### config.mk
export PLATFORM = sky130hd
export DESIGN_NAME = maze_memory
export DESIGN_NICKNAME = d
export VERILOG_FILES = /design/src/rtl/maze_memory_pkg.sv /design/src/rtl/maze_row_loader.sv /design/src/rtl/maze_memory.sv
export SDC_FILE = /design/constraint.sdc
export NUM_CORES = 1
export LEC_CHECK = 0
export BUFFER_PORTS_ARGS = -buffer_cell sky130_fd_sc_hd__clkbuf_2
export CAP_MARGIN = 40
export CORE_AREA = 2 2 289 291
export CTS_CLUSTER_DIAMETER = 150
export DETAILED_ROUTE_END_ITERATION = 10
export DIE_AREA = 0 0 291 293
export GPL_TIMING_DRIVEN = 0
export PLACE_DENSITY_LB_ADDON = 0.2
export SLEW_MARGIN = 20
export SYNTH_ARGS = -nofsm -noshare
export SYNTH_HDL_FRONTEND = slang
export SYNTH_SLANG_ARGS = --single-unit
### constraint.sdc
create_clock -name clk -period 14.1 [get_ports clk]
set_input_delay 1.41 -clock clk [delete_from_list [all_inputs] [get_ports clk]]
set_output_delay 1.41 -clock clk [all_outputs]
set_load 0.01 [all_outputs]
### src/rtl/maze_memory_pkg.sv
// Shared definitions for the maze map store: geometry and loader state encoding.
package maze_memory_pkg;
  localparam int AW  = 4;
  localparam int DIM = 1 << AW;

  typedef enum logic [1:0] {
    ST_IDLE  = 2'd0,
    ST_LOAD  = 2'd1,
    ST_READY = 2'd2
  } state_t;
endpackage

### src/rtl/maze_row_loader.sv
// Row-by-row map loader: FSM, row counter and valid/ready handshake.
//  state    | meaning
//  ST_IDLE  | no map present, waiting for load_start
//  ST_LOAD  | accepting rows 0..DIM-1 over the handshake
//  ST_READY | full map present, queries and marking valid
module maze_row_loader
  import maze_memory_pkg::*;
(
  input  logic          clk,
  input  logic          rst,
  input  logic          load_start,
  input  logic          row_valid,
  output logic          row_ready,
  output logic          loaded,
  output logic          o_wr_en,
  output logic [AW-1:0] o_wr_row,
  output logic          o_clr_visited
);

  state_t        r_state, w_state_next;
  logic [AW-1:0] r_row_cnt, w_row_cnt_next;

  always_ff @(posedge clk or posedge rst) begin
    if (rst) begin
      r_state   <= ST_IDLE;
      r_row_cnt <= '0;
    end else begin
      r_state   <= w_state_next;
      r_row_cnt <= w_row_cnt_next;
    end
  end

  always_comb begin
    w_state_next   = r_state;
    w_row_cnt_next = r_row_cnt;
    row_ready      = 1'b0;
    loaded         = 1'b0;
    o_wr_en        = 1'b0;
    o_clr_visited  = 1'b0;
    case (r_state)
      ST_IDLE: begin
        if (load_start) begin
          w_state_next   = ST_LOAD;
          w_row_cnt_next = '0;
          o_clr_visited  = 1'b1;
        end
      end
      ST_LOAD: begin
        row_ready = 1'b1;
        // A restart takes priority over any row offered in the same cycle
        if (load_start) begin
          w_row_cnt_next = '0;
          o_clr_visited  = 1'b1;
        end else if (row_valid) begin
          o_wr_en        = 1'b1;
          w_row_cnt_next = r_row_cnt + 1'b1;
          if (r_row_cnt == {AW{1'b1}})
            w_state_next = ST_READY;
        end
      end
      ST_READY: begin
        loaded = 1'b1;
        if (load_start) begin
          w_state_next   = ST_LOAD;
          w_row_cnt_next = '0;
          o_clr_visited  = 1'b1;
        end
      end
      default: begin
        w_state_next   = ST_IDLE;
        w_row_cnt_next = '0;
      end
    endcase
  end

  assign o_wr_row = r_row_cnt;

endmodule

### src/rtl/maze_memory.sv
// Wall map plus visited marks for the maze solver; answers cell queries combinationally.
module maze_memory
  import maze_memory_pkg::*;
(
  input  logic           clk,
  input  logic           rst,
  input  logic           load_start,
  input  logic           row_valid,
  input  logic [DIM-1:0] row_data,
  output logic           row_ready,
  output logic           loaded,
  input  logic [AW-1:0]  rd_x,
  input  logic [AW-1:0]  rd_y,
  output logic           din,
  input  logic           mark_en,
  input  logic [AW-1:0]  mark_x,
  input  logic [AW-1:0]  mark_y,
  input  logic           clear_marks
);

  logic [DIM-1:0] r_wall    [DIM];
  logic [DIM-1:0] r_visited [DIM];

  logic          w_wr_en;
  logic [AW-1:0] w_wr_row;
  logic          w_load_clr;
  logic          w_clr_all;

  maze_row_loader u_loader (
    .clk           (clk),
    .rst           (rst),
    .load_start    (load_start),
    .row_valid     (row_valid),
    .row_ready     (row_ready),
    .loaded        (loaded),
    .o_wr_en       (w_wr_en),
    .o_wr_row      (w_wr_row),
    .o_clr_visited (w_load_clr)
  );

  // Walls are deliberately not reset; loaded gates every read of them.
  always_ff @(posedge clk) begin
    if (w_wr_en)
      r_wall[w_wr_row] <= row_data;
  end

  assign w_clr_all = clear_marks | w_load_clr;

  always_ff @(posedge clk or posedge rst) begin
    if (rst) begin
      for (int i = 0; i < DIM; i++)
        r_visited[i] <= '0;
    end else if (w_clr_all) begin
      for (int i = 0; i < DIM; i++)
        r_visited[i] <= '0;
    end else if (mark_en && loaded) begin
      r_visited[mark_y][mark_x] <= 1'b1;
    end
  end

  assign din = ~loaded | r_wall[rd_y][rd_x] | r_visited[rd_y][rd_x];

endmodule
== Yosys cells after proc, flatten, opt, wreduce, memory -nomap -nowiden ==
Memories as Yosys holds them, arrays and structs flattened.
Index checks and enable logic that the tools add are counted.
W data, S select, Z words.

* Muxes and demuxes: 31
* Reductions and logical operators: 9
* Bitwise logic cells: 7
* $add $sub $neg: 1
* $lt $le $gt $ge: 6
* Equal/unequal tests: 8

{| class="wikitable"
|+ Operator list
! operator !! number
|-
| $mux W256 || 2
|-
| $or A256 B256 Y256 || 1
|-
| $bmux W16 S4 || 1
|-
| $demux W16 S4 || 1
|-
| $mux W16 || 3
|-
| $mux W1 || 12
|-
| $mux W4 || 3
|-
| $ge A5 B5 Y1 const B || 2
|-
| $lt A4 B5 Y1 const B || 2
|-
| $not A4 Y5 || 2
|-
| $bmux W1 S4 || 2
|-
| $mux W2 || 4
|-
| $pmux W4 S2 || 1
|-
| $lt A5 B1 Y1 const B || 1
|-
| $add A4 B1 Y4 const B || 1
|-
| $demux W1 S4 || 1
|-
| $eq A4 B4 Y1 const B || 1
|-
| $ge A4 B1 Y1 const B || 1
|-
| $ne A2 B1 Y1 const B || 2
|-
| $ne A2 B2 Y1 const B || 2
|-
| $pmux W2 S2 || 1
|-
| $reduce_and A4 Y1 || 1
|-
| $logic_and A1 B1 Y1 || 3
|-
| $ne A3 B3 Y1 const B || 1
|-
| other kinds (9) || 11
|}

* Logic and storage cells: 81
* Memory bits (writable): 256
* Register bits after elaboration: 262
* Output and inout bits: 3
* Bits of input ports: 38
* Memories kept: 1

{| class="wikitable"
|+ Memory list
! memory !! depth !! width !! rd ports !! clocked after memory_dff !! write ports !! RTL line !! source
|-
| r_wall || 16 || 16 || 1 || 0 || 1 || maze_memory.sv:21 || <nowiki>logic [DIM-1:0] r_wall [DIM];</nowiki>
|}

== Longest topological paths before layout ==
* Depth in word-level cells: 9
* Depth in mapped cells: 10
* Gate-level depth less buffers: 7

== By module ==
From an unflattened synthesis, not the netlist that was laid out.

* Cell total of the unflattened synthesis: 1781
* Area, all modules: 20554.7 µm²

{| class="wikitable"
|+ By module, submodules not included
! module !! area each (µm²) !! cells each !! times used !! seq. area each (µm²)
|-
| maze_memory || 20193.1 || 1742 || 1 || 14093.5
|-
| maze_row_loader || 361.6 || 39 || 1 || 150.1
|}

== Worst setup path after synthesis ==
Ideal clock, no wire load.

* Path type: input to output
* Start point: input port rd_y[0]
* End point: output port din
* Path buffers: 3
* Required time: 12.690 ns
* Cell stages on the path: 10
* Arrival: 3.103 ns
* Path slack: 9.587 ns
* Cells stage by stage: buf_6 or2_4 buf_6 buf_6 a211oi_1 nor4_1 nand3_1 nand4_1 o41a_1 o41ai_2

* Word-level cells in the longest chain between the ends: 7
* Elaborated cells between the ends (all ways): 11
* Classes of those cells: 7 x mux; 3 x bitwise; 1 x memory

{| class="wikitable"
|+ RTL lines
! what !! RTL line !! source
|-
| from (decl) || maze_memory.sv:13 || <nowiki>input logic [AW-1:0] rd_y,</nowiki>
|-
| $not A4 Y5 (implied by the code) || maze_memory.sv:61 || <nowiki>assign din = ~loaded | r_wall[rd_y][rd_x] | r_visited[rd_y][rd_x];</nowiki>
|-
| $bmux W16 S4 || maze_memory.sv:61 ||
|-
| $mux W16 (implied by the code) (2 in a row) || maze_memory.sv:61 ||
|-
| $bmux W1 S4 || maze_memory.sv:61 ||
|-
| $mux W1 (implied by the code) || maze_memory.sv:61 ||
|-
| $or A1 B1 Y1 (*) || maze_memory.sv:61 ||
|-
| to (decl) || maze_memory.sv:14 || <nowiki>output logic din,</nowiki>
|}

Mark *: on every way between the ends. The rest lies on a longest branch, timed or not. The select of a mux whose other input is x is not followed.

== Final worst setup path ==
* Start point: input port rd_x[0]
* End point: output port din

* Word-level cells in the longest chain between the ends: 4
* Elaborated cells between the ends (all ways): 6
* Classes of those cells: 4 x mux; 2 x bitwise

{| class="wikitable"
|+ RTL lines
! what !! RTL line !! source
|-
| from (decl) || maze_memory.sv:12 || <nowiki>input logic [AW-1:0] rd_x,</nowiki>
|-
| $bmux W1 S4 || maze_memory.sv:61 ||
|-
| $mux W1 (implied by the code) || maze_memory.sv:61 ||
|-
| $or A1 B1 Y1 || maze_memory.sv:61 ||
|-
| $or A1 B1 Y1 (*) || maze_memory.sv:61 ||
|}

Marks and branches as above.

==> run metrics <==
Nets 1920; Ports 41; MaxCap Viol Count 0; clock transition at the registers of the reported paths 0.06 ns; Hold Crit Class flop to flop; Clk Latency, worst-skew pair 0.61 ns; f_max 162 MHz; first-pass GRT wire length 115 mm; worst rel slew slack 38.2%; Period minus WS final 6.16 ns; gr usage total 19.0%; vias in the first global route 14756; initial antenna violation count 2; clock root cell clkbuf_16; Final Hold Fails 0; register area share after synthesis 69.9%; Buf/Inv on CP 5; crit share post-route 43.7%; slowest CP cell clkbuf_1; Die Y 293 um; port bufs 34; DR vias/cell 5.04; H-tree depth 2; worst reg-to-reg setup slack 11.12 ns; worst-path cell chain clkbuf_2 > clkbuf_1 > buf_8 > clkbuf_1 > o41ai_1 > a21oi_1 > a211oi_1 > o32a_1 > o41ai_2 > clkbuf_2; RSZ-0062 raised after global routing false; Required @ worst endpoint 12.69 ns; Setup crit end kind primary output; worst-margin pin slew 0.928 ns; status finished clean; Hold Crit Endpoint r_visited[220]; Antenna Nets Post-Route 0; GRT overflow 0; Hold WS 0.493 ns; Synth Flop Type dfrtp_1; Post-synth EDFFs 256; CTS buffer count 55; Post-CTS Repair Setup Buffers 0; Worst R2R End r_wall[0][5]; Pwr per Cell Area 133 nW/um2; Initial DRC Count 1586; worst vdd ir 0.000103 V; leakage power 9.16 nW; syn_nets 1775; Antenna Diode Count 0; Unique masters post-synth 57; DRC violations left 0; Async SR Flop Fraction 50.6%; CTS tree built; Hold-fix buffers, CTS 0; Fillers 8345; Max Slew Vio Count 0; Syn Inst Count 1733; Syn. warnings 0; Crit Path Class primary input to primary output; final wirelength 81.7 mm; largest net degree at the start of global routing 91; R2R depth 8; hold-critical path depth 2; gp weighted congestion 0.836; die footprint 85300 um2; min-delay src r_visited[220]; syn_area_per_cell 11.8 um2; half-perimeter wire length after placement 55.7 mm; Yosys reg bits 518; Mapped Area 20400 um2; Arrival @ worst endpoint 4.75 ns; DR vias 15084; Critical Path Source Type primary input; Core Area 81800 um2; CP delay by family, top buffers and inverters; synth-to-layout area growth 20.5%; die width 291 um; largest stage delay on the critical path 0.65 ns; CP Max Fanout 10; std cell rows 105; CTS sink count 518; setup TNS 0 ns; post-DR wirelength/cell 27.3 um; CTS Buffer Depth 3; initial core utilization 24.9%; final setup fails 0; layout cells sized above 1 13.5%; Pre-Repair DR Iteration Count 5; post-CTS sizing 0; Worst Skew 0.0138 ns; Worst R2R Start u_loader.r_state[0]
[tightest hold or removal path: stages (launching register included)]
cell     delay [ns]
dfrtp_1        0.34
a21oi_1        0.04
nor2_1         0.07
[layout make-up]
class / count / area (um2) / share of cell area, %
timing repair buffer: 88 / 853 / 3.48
tap: 1070 / 1340 / 5.45
inverter: 8 / 37.5 / 0.153
buffer: 113 / 562 / 2.29
sequential: 518 / 14200 / 58.0
clock inverter: 19 / 184 / 0.749
multi-input combinational: 1094 / 5680 / 23.1
clock buffer: 85 / 1650 / 6.72
[report_power, final]
group          switching (mW)  total (mW)  internal, mW
registers             0.00160        1.60          1.59
logic                   0.155       0.197        0.0413
clock network           0.620        1.48         0.859
[metrics by stage]
step | total power, mW | utilization [%] | setup WS (ns) | cell area (um2) | cells
2_1_floorplan | 1.71 | - | 5.48 | 20400 | 1733
3_3_place_gp | 1.81 | 26.7 | 0.882 | 21900 | 2837
3_5_place_dp | 1.82 | 27.7 | 8.01 | 22700 | 2887
4_1_cts | 3.29 | 30.0 | 8.00 | 24500 | 2991
5_1_grt | 3.37 | 30.0 | 7.80 | 24500 | 2995
6_report | 3.27 | 30.0 | 7.94 | 24500 | 2995
[layout by cell type (no fill, tap or decap), drive strengths merged, types with 5 or more instances in the layout]
master,count
clkbuf,183
edfxtp,256
a211oi,102
clkinv,16
o21ai,7
nand3,5
o31ai,6
nand4,5
buf,103
dfrtp,262
inv,8
o41ai,5
o22ai,6
nor2,419
nand2,26
nor4,25
a21oi,284
nor3,140
nand2b,13
mux2i,5
nor3b,5
[logic make-up after synthesis]
kind of cell | synth area share [%]
AO/OA/AOI/OAI | 12.4
adder cells (fa/ha/maj) | 0.246
buffers and inverters | 2.91
flip-flops | 69.9
multiplexers | 0.485
AND/OR/NAND/NOR | 14.0
[routing by layer]
layer / global-route usage [%] / wire [um] / part of all wire, % / vias to the layer above
met1: 25.8 / 35600 / 44 / 7757
met4: 6.55 / 2600 / 3.2 / 2
met5: 0 / 13 / 0.016 / -
met3: 3.16 / 5190 / 6.4 / 131
li1: - / - / - / 6561
met2: 30.8 / 38300 / 47 / 633
[how the worst max path moves through the flow]
stage | end | cells after the start | from
final | din | 10 | rd_x[0]
after global placement | r_visited[87] | 2 | rst
after global routing | din | 12 | rd_y[1]
after detailed placement | din | 12 | rd_y[1]
after floorplan | r_visited[0] | 1 | rst
after CTS | din | 12 | rd_y[1]
[sequential cells by signal (all words and copies together), names as in the netlist]
name	cells
r_visited	256
r_wall	256
u_loader.o_wr_row	4
u_loader.r_state	2
[synthesized netlist by cell type (5+ instances only)]
library cell    n  area [um2]
edfxtp_1      256        7690
nand2_1        25        93.8
nand4_1         5        31.3
nand3_1         5        25.0
dfrtp_1       262        6560
nor2_1        416        1560
nor3b_1         5        37.5
o21ai_0         7        35.0
mux2i_1         5        50.1
nor4_1         25         156
buf_6          11         124
nor3_1        138         691
a21oi_1       284        1420
buf_2          35         175
o31ai_1         6        45.0
clkbuf_1       62         233
o22ai_1         6        37.5
a211oi_1      100         751
inv_1           7        26.3
nand2b_1       13        81.3
Note: power is estimated with default switching activity, not from simulation.
